File: config.mk
export PLATFORM = sky130hd
export DESIGN_NAME = round_final_enc_flat
export DESIGN_NICKNAME = d
export VERILOG_FILES = /design/src/rtl/round_final_enc_if.sv /design/src/rtl/round_final_enc.sv /design/src/flat_wrapper.sv
export SDC_FILE = /design/constraint.sdc
export NUM_CORES = 1
export LEC_CHECK = 0
export CAP_MARGIN = 15
export CORE_ASPECT_RATIO = 0.75
export CORE_UTILIZATION = 28
export CTS_BUF_LIST = sky130_fd_sc_hd__clkbuf_2
export CTS_CLUSTER_DIAMETER = 80
export CTS_CLUSTER_SIZE = 40
export DETAILED_ROUTE_END_ITERATION = 16
export HOLD_SLACK_MARGIN = 0.15
export PLACE_DENSITY = 0.49
export SLEW_MARGIN = 10
export SYNTH_ARGS = -nofsm -noshare
export SYNTH_HDL_FRONTEND = slang
export SYNTH_SLANG_ARGS = --single-unit
File: constraint.sdc
create_clock -name clk -period 6.5 [get_ports clk]
set_input_delay 1.3 -clock clk [delete_from_list [all_inputs] [get_ports clk]]
set_output_delay 1.3 -clock clk [all_outputs]
set_load 0.01 [all_outputs]
File: src/rtl/round_final_enc_if.sv
// rtl/round_final_enc_if.sv - handshake/data bundle for the final encryption round
interface round_final_enc_if #(
    parameter int BLOCK_LENGTH = 128
);
    logic [BLOCK_LENGTH-1:0] IN;
    logic [BLOCK_LENGTH-1:0] KEY;
    logic                    in_valid;
    logic                    in_ready;
    logic                    enable;
    logic [BLOCK_LENGTH-1:0] OUT;
    logic                    out_valid;

    modport master (
        output IN, KEY, in_valid, enable,
        input  in_ready, OUT, out_valid
    );

    modport slave (
        input  IN, KEY, in_valid, enable,
        output in_ready, OUT, out_valid
    );
endinterface

File: src/rtl/round_final_enc.sv
// rtl/round_final_enc.sv - byte-serial AES final round: SubBytes, ShiftRows, AddRoundKey
module round_final_enc #(
    parameter int BLOCK_LENGTH = 128
) (
    input  logic              clk,
    input  logic              rst,
    round_final_enc_if.slave  bus
);
    typedef enum logic [1:0] {IDLE, SUB, DONE} state_t;

    localparam logic [0:255][7:0] SBOX = {
        128'h637c777bf26b6fc53001672bfed7ab76,
        128'hca82c97dfa5947f0add4a2af9ca472c0,
        128'hb7fd9326363ff7cc34a5e5f171d83115,
        128'h04c723c31896059a071280e2eb27b275,
        128'h09832c1a1b6e5aa0523bd6b329e32f84,
        128'h53d100ed20fcb15b6acbbe394a4c58cf,
        128'hd0efaafb434d338545f9027f503c9fa8,
        128'h51a3408f929d38f5bcb6da2110fff3d2,
        128'hcd0c13ec5f974417c4a77e3d645d1973,
        128'h60814fdc222a908846eeb814de5e0bdb,
        128'he0323a0a4906245cc2d3ac629195e479,
        128'he7c8376d8dd54ea96c56f4ea657aae08,
        128'hba78252e1ca6b4c6e8dd741f4bbd8b8a,
        128'h703eb5664803f60e613557b986c11d9e,
        128'he1f8981169d98e949b1e87e9ce5528df,
        128'h8ca1890dbfe6426841992d0fb054bb16
    };

    state_t             state_q;
    logic [127:0]       st_q;
    logic [127:0]       key_q;
    logic [3:0]         cnt_q;
    logic [127:0]       out_q;
    logic               out_valid_q;

    logic [7:0]         cur_byte;
    logic [7:0]         sb_out;
    logic [127:0]       st_d;
    logic [127:0]       shifted;

    assign bus.in_ready  = (state_q == IDLE) && bus.enable;
    assign bus.OUT       = out_q;
    assign bus.out_valid = out_valid_q;

    // Only one S-box: the byte addressed by cnt_q is muxed in, looked up, and written back.
    always_comb begin
        cur_byte = 8'h00;
        for (int i = 0; i < 16; i++) begin
            if (4'(i) == cnt_q) cur_byte = st_q[127-8*i -: 8];
        end
        sb_out = SBOX[cur_byte];
        st_d   = st_q;
        for (int i = 0; i < 16; i++) begin
            if (4'(i) == cnt_q) st_d[127-8*i -: 8] = sb_out;
        end
    end

    // Output byte (r,c) takes state byte (r,(c+r) mod 4); byte index is 4*col+row.
    always_comb begin
        shifted = '0;
        for (int c = 0; c < 4; c++) begin
            for (int r = 0; r < 4; r++) begin
                shifted[127-8*(4*c+r) -: 8] = st_q[127-8*(4*((c+r)%4)+r) -: 8];
            end
        end
    end

    always_ff @(posedge clk or negedge rst) begin
        if (!rst) begin
            state_q     <= IDLE;
            st_q        <= '0;
            key_q       <= '0;
            cnt_q       <= '0;
            out_q       <= '0;
            out_valid_q <= 1'b0;
        end else if (!bus.enable) begin
            state_q     <= IDLE;
            cnt_q       <= '0;
            out_q       <= '0;
            out_valid_q <= 1'b0;
        end else begin
            out_valid_q <= 1'b0;
            case (state_q)
                IDLE: begin
                    if (bus.in_valid) begin
                        st_q    <= bus.IN;
                        key_q   <= bus.KEY;
                        cnt_q   <= '0;
                        state_q <= SUB;
                    end
                end
                SUB: begin
                    st_q  <= st_d;
                    cnt_q <= cnt_q + 4'd1;
                    if (cnt_q == 4'd15) state_q <= DONE;
                end
                DONE: begin
                    out_q       <= shifted ^ key_q;
                    out_valid_q <= 1'b1;
                    state_q     <= IDLE;
                end
                default: state_q <= IDLE;
            endcase
        end
    end
endmodule

File: src/flat_wrapper.sv
// flat-port wrapper written by rule: the top's interface ports become plain ports
module round_final_enc_flat 
#(
    parameter int BLOCK_LENGTH = 128
)
  (clk, rst, bus_IN, bus_KEY, bus_in_valid, bus_enable, bus_in_ready, bus_OUT, bus_out_valid);
  round_final_enc_if #(.BLOCK_LENGTH(BLOCK_LENGTH)) bus_i ();
  input  logic clk;
  input  logic rst;
  input wire logic [$bits(bus_i.IN)-1:0] bus_IN;
  input wire logic [$bits(bus_i.KEY)-1:0] bus_KEY;
  input wire logic [$bits(bus_i.in_valid)-1:0] bus_in_valid;
  input wire logic [$bits(bus_i.enable)-1:0] bus_enable;
  output wire logic [$bits(bus_i.in_ready)-1:0] bus_in_ready;
  output wire logic [$bits(bus_i.OUT)-1:0] bus_OUT;
  output wire logic [$bits(bus_i.out_valid)-1:0] bus_out_valid;
  assign bus_i.IN = bus_IN;
  assign bus_i.KEY = bus_KEY;
  assign bus_i.in_valid = bus_in_valid;
  assign bus_i.enable = bus_enable;
  assign bus_in_ready = bus_i.in_ready;
  assign bus_OUT = bus_i.OUT;
  assign bus_out_valid = bus_i.out_valid;
  round_final_enc #(.BLOCK_LENGTH(BLOCK_LENGTH)) u_core (.clk(clk), .rst(rst), .bus(bus_i));
endmodule
==> flow_metrics.py <==
metrics = {
    "power_and_ir_drop": {
        "leakagePower_nw": 10.7,
        "finalPower_mw": 8.77,
        "p_per_area_nw_per_um2": 321,
        "ir_worst_vdd_v": 0.000138,
    },
    "synthesis": {
        "syn_nets": 2554,
        "ys.warnings.count": 0,
        "synth_area_leaders": "dfrtp_1 46%, mux2_2 6.7%, nand2_1 5.7%",
        "ys.flop_type": "dfrtp_1",
        "ys_seq_area_share_pct": 45.7,
        "syn_area_um2": 21400,
        "syn_inst": 2275,
        "ys_ff_latch": 391,
        "async_flop_share_pct": 100,
        "yosysTopAreaCellShare_pct": 45.7,
        "synth_top_area_cell": "dfrtp_1",
        "synthDistinctLibCells": 92,
        "synth_area_per_cell_um2": 9.40,
        "synth_edf_count": 0,
    },
    "clock_network": {
        "clk_pin_slew_ns": 0.52,
        "clock-sinks": 391,
        "tritoncts": "done",
        "clk_latency_ns": 1.26,
        "cts_buffers": 23,
        "cts_resized": 0,
        "root_buffer": "clkbuf_2",
        "clock_path_buffers": 3,
        "htreeDepth": 1,
    },
    "placed_design": {
        "globalplace.congestion": 1.04,
        "place.detailed.hpwl_um": 84800,
        "io_buffers": 389,
        "dpl_worst_slack_ns": 0.858,
        "place_inst": 3637,
    },
    "sta": {
        "clock_skew_ns": 0.143,
        "rsz0062_at_grt": "false",
        "min_period_ns": 5.88,
        "fmax_ghz": 0.170,
        "finalWorstSetupSlack_ns": 0.625,
        "worst_hold_slack_ns": 0.496,
        "fin_tns_setup_ns": 0,
        "hold_violations": 0,
        "setup_violations": 0,
        "slew_viol_final": 0,
        "tightest_slew_ns": 1.02,
        "fin_crit_sh_pct": 90.4,
        "slew_headroom_pct": 32.0,
    },
    "worst_setup_path": {
        "worstPathMaxFanout": 26,
        "arrival_ns": 6.90,
        "worstSetupPathType": "reg -> reg",
        "startpoint_type": "flip-flop",
        "crit_required_ns": 7.53,
        "endpoint_kind": "flip-flop",
        "r2r_cells": 17,
    },
    "worst_hold_path": {
        "hold_class": "reg -> reg",
        "hold_depth": 2,
    },
    "drt": {
        "detail-route-antenna-nets": 0,
        "drc": 0,
        "via_per_inst": 5.55,
        "drt-pass1-iter-count": 5,
        "dr_total_vias": 20500,
        "drt-total-wl_um": 111000,
        "drtIter0Drc": 2313,
        "wl_per_cell_um": 30.2,
    },
    "floorplan": {
        "pin_count": 390,
        "die_width_um": 321,
        "initial_utilization_pct": 28.4,
        "die_area_um2": 77500,
        "coreArea_um2": 75300,
        "fp-row-count": 87,
        "die_h_um": 241,
    },
    "global_route": {
        "grt_use_met1_pct": 43.3,
        "met2_usage_pct": 40.8,
        "grt_pass1_vias": 20000,
        "overflow": 0,
        "antenna_found_initial": 7,
        "grt_pass1_wl_um": 158000,
        "met3_usage_pct": 6.04,
        "grt_max_degree": 132,
        "grt_busiest_layer": "met1",
        "grt_util_all_layers_pct": 28.3,
    },
    "layout": {
        "final_common_cell": "dfrtp_1",
        "drive_gt1_share_pct": 13.6,
        "instances_no_fill": 3685,
        "syn2layout_area_growth_pct": 27.8,
        "layout_common_cells": "391 x dfrtp_1, 388 x clkdlybuf4s50_1, 326 x nand2_1",
        "nNetsFinal": 2920,
    },
    "outcome": {
        "outcome": "finished clean",
    },
    "job": {
        "drv_cap": 0,
    },
}
[cell usage after synthesis, types with 22 or more instances]
cell	count
xnor2_1	129
o21ai_0	219
a21oi_1	141
nand3_1	39
dfrtp_1	391
buf_2	45
o211ai_1	27
mux2_2	128
a31oi_1	82
nand2_1	326
clkbuf_1	99
nor2_1	166
a211oi_1	22
inv_1	42
o22ai_1	22
nor3_1	23
[per-layer routing]
metal	share of wire, %	up-vias
met1	49	10500
met3	8.4	100
met5	0.028	-
met2	41	977
li1	-	8910
met4	1.7	4
[path summary, 6_finish.rpt]
kind,slack (ns),to,start
min in group asynchronous,0.55,u_core.st_q[50],rst
worst min-delay path,0.50,u_core.bus.OUT[105],u_core.key_q[105]
worst min register to register,0.50,u_core.bus.OUT[105],u_core.key_q[105]
max in group asynchronous,4.55,u_core.bus.OUT[104],rst
worst max-delay path,0.62,u_core.st_q[125],u_core.cnt_q[0]
worst max register to register,0.62,u_core.st_q[125],u_core.cnt_q[0]
[flip-flops by register name, indices dropped and copies added (netlist names)]
name	cells
u_core.key_q	128
u_core.bus.OUT	128
u_core.state_q	2
u_core.cnt_q	4
u_core.bus.out_valid	1
u_core.st_q	128
[where the power goes]
group | internal (mW) | switching, mW | leakage, nW
Combinational | 1.54 | 2.57 | 5.65
Clock | 0.195 | 0.957 | 0.202
Sequential | 2.84 | 0.682 | 4.82
[per-stage QoR]
step                      util, %  cell area (um^2)
after CTS                    36.2             27300
after detailed placement     35.7             26900
after global routing         36.3             27300
final                        36.3             27300
after floorplan                 -             21400
after global placement       35.7             26900
[worst max-delay path: stages (launching register included)]
cell       delay, ns
dfrtp_1         0.53
inv_1           0.11
ha_2            0.47
buf_4           0.36
or2_1           0.20
a221o_1         0.17
a41oi_1         0.13
o211ai_1        0.39
nand2_1         0.37
ha_1            0.45
inv_1           0.07
a2111oi_1       0.64
nor3_1          0.19
a22oi_1         0.24
a221oi_1        0.12
o32a_1          0.36
a31oi_4         0.78
a31oi_1         0.16
[cells by family (layout without fill, tap and decap cells)]
group	after synthesis	in the layout	share of synthesized area, %
AND/OR/NAND/NOR	658	658	13.7
flip-flops	391	391	45.7
AO/OA/AOI/OAI	714	714	22.0
other	0	5	0
adder cells (fa/ha/maj)	19	19	1.11
multiplexers	129	129	6.79
XOR/XNOR	130	130	5.36
buffers and inverters	234	616	5.32
[area by class of cell]
cell class                 instances  area, um^2
fill                            7780       48000
multi-input combinational       1650       10600
sequential                       391        9780
timing repair buffer             528        5140
tap                             1023        1280
clock inverter                    18         243
inverter                          47         179
clock buffer                      23         115
antenna                            5        12.5
[repair_timing]
item,CTS,global route
hold buffers,1,0
hold endpoints to repair,89,0
buffers inserted,0,0
Power figures use the tool's default switching activity.
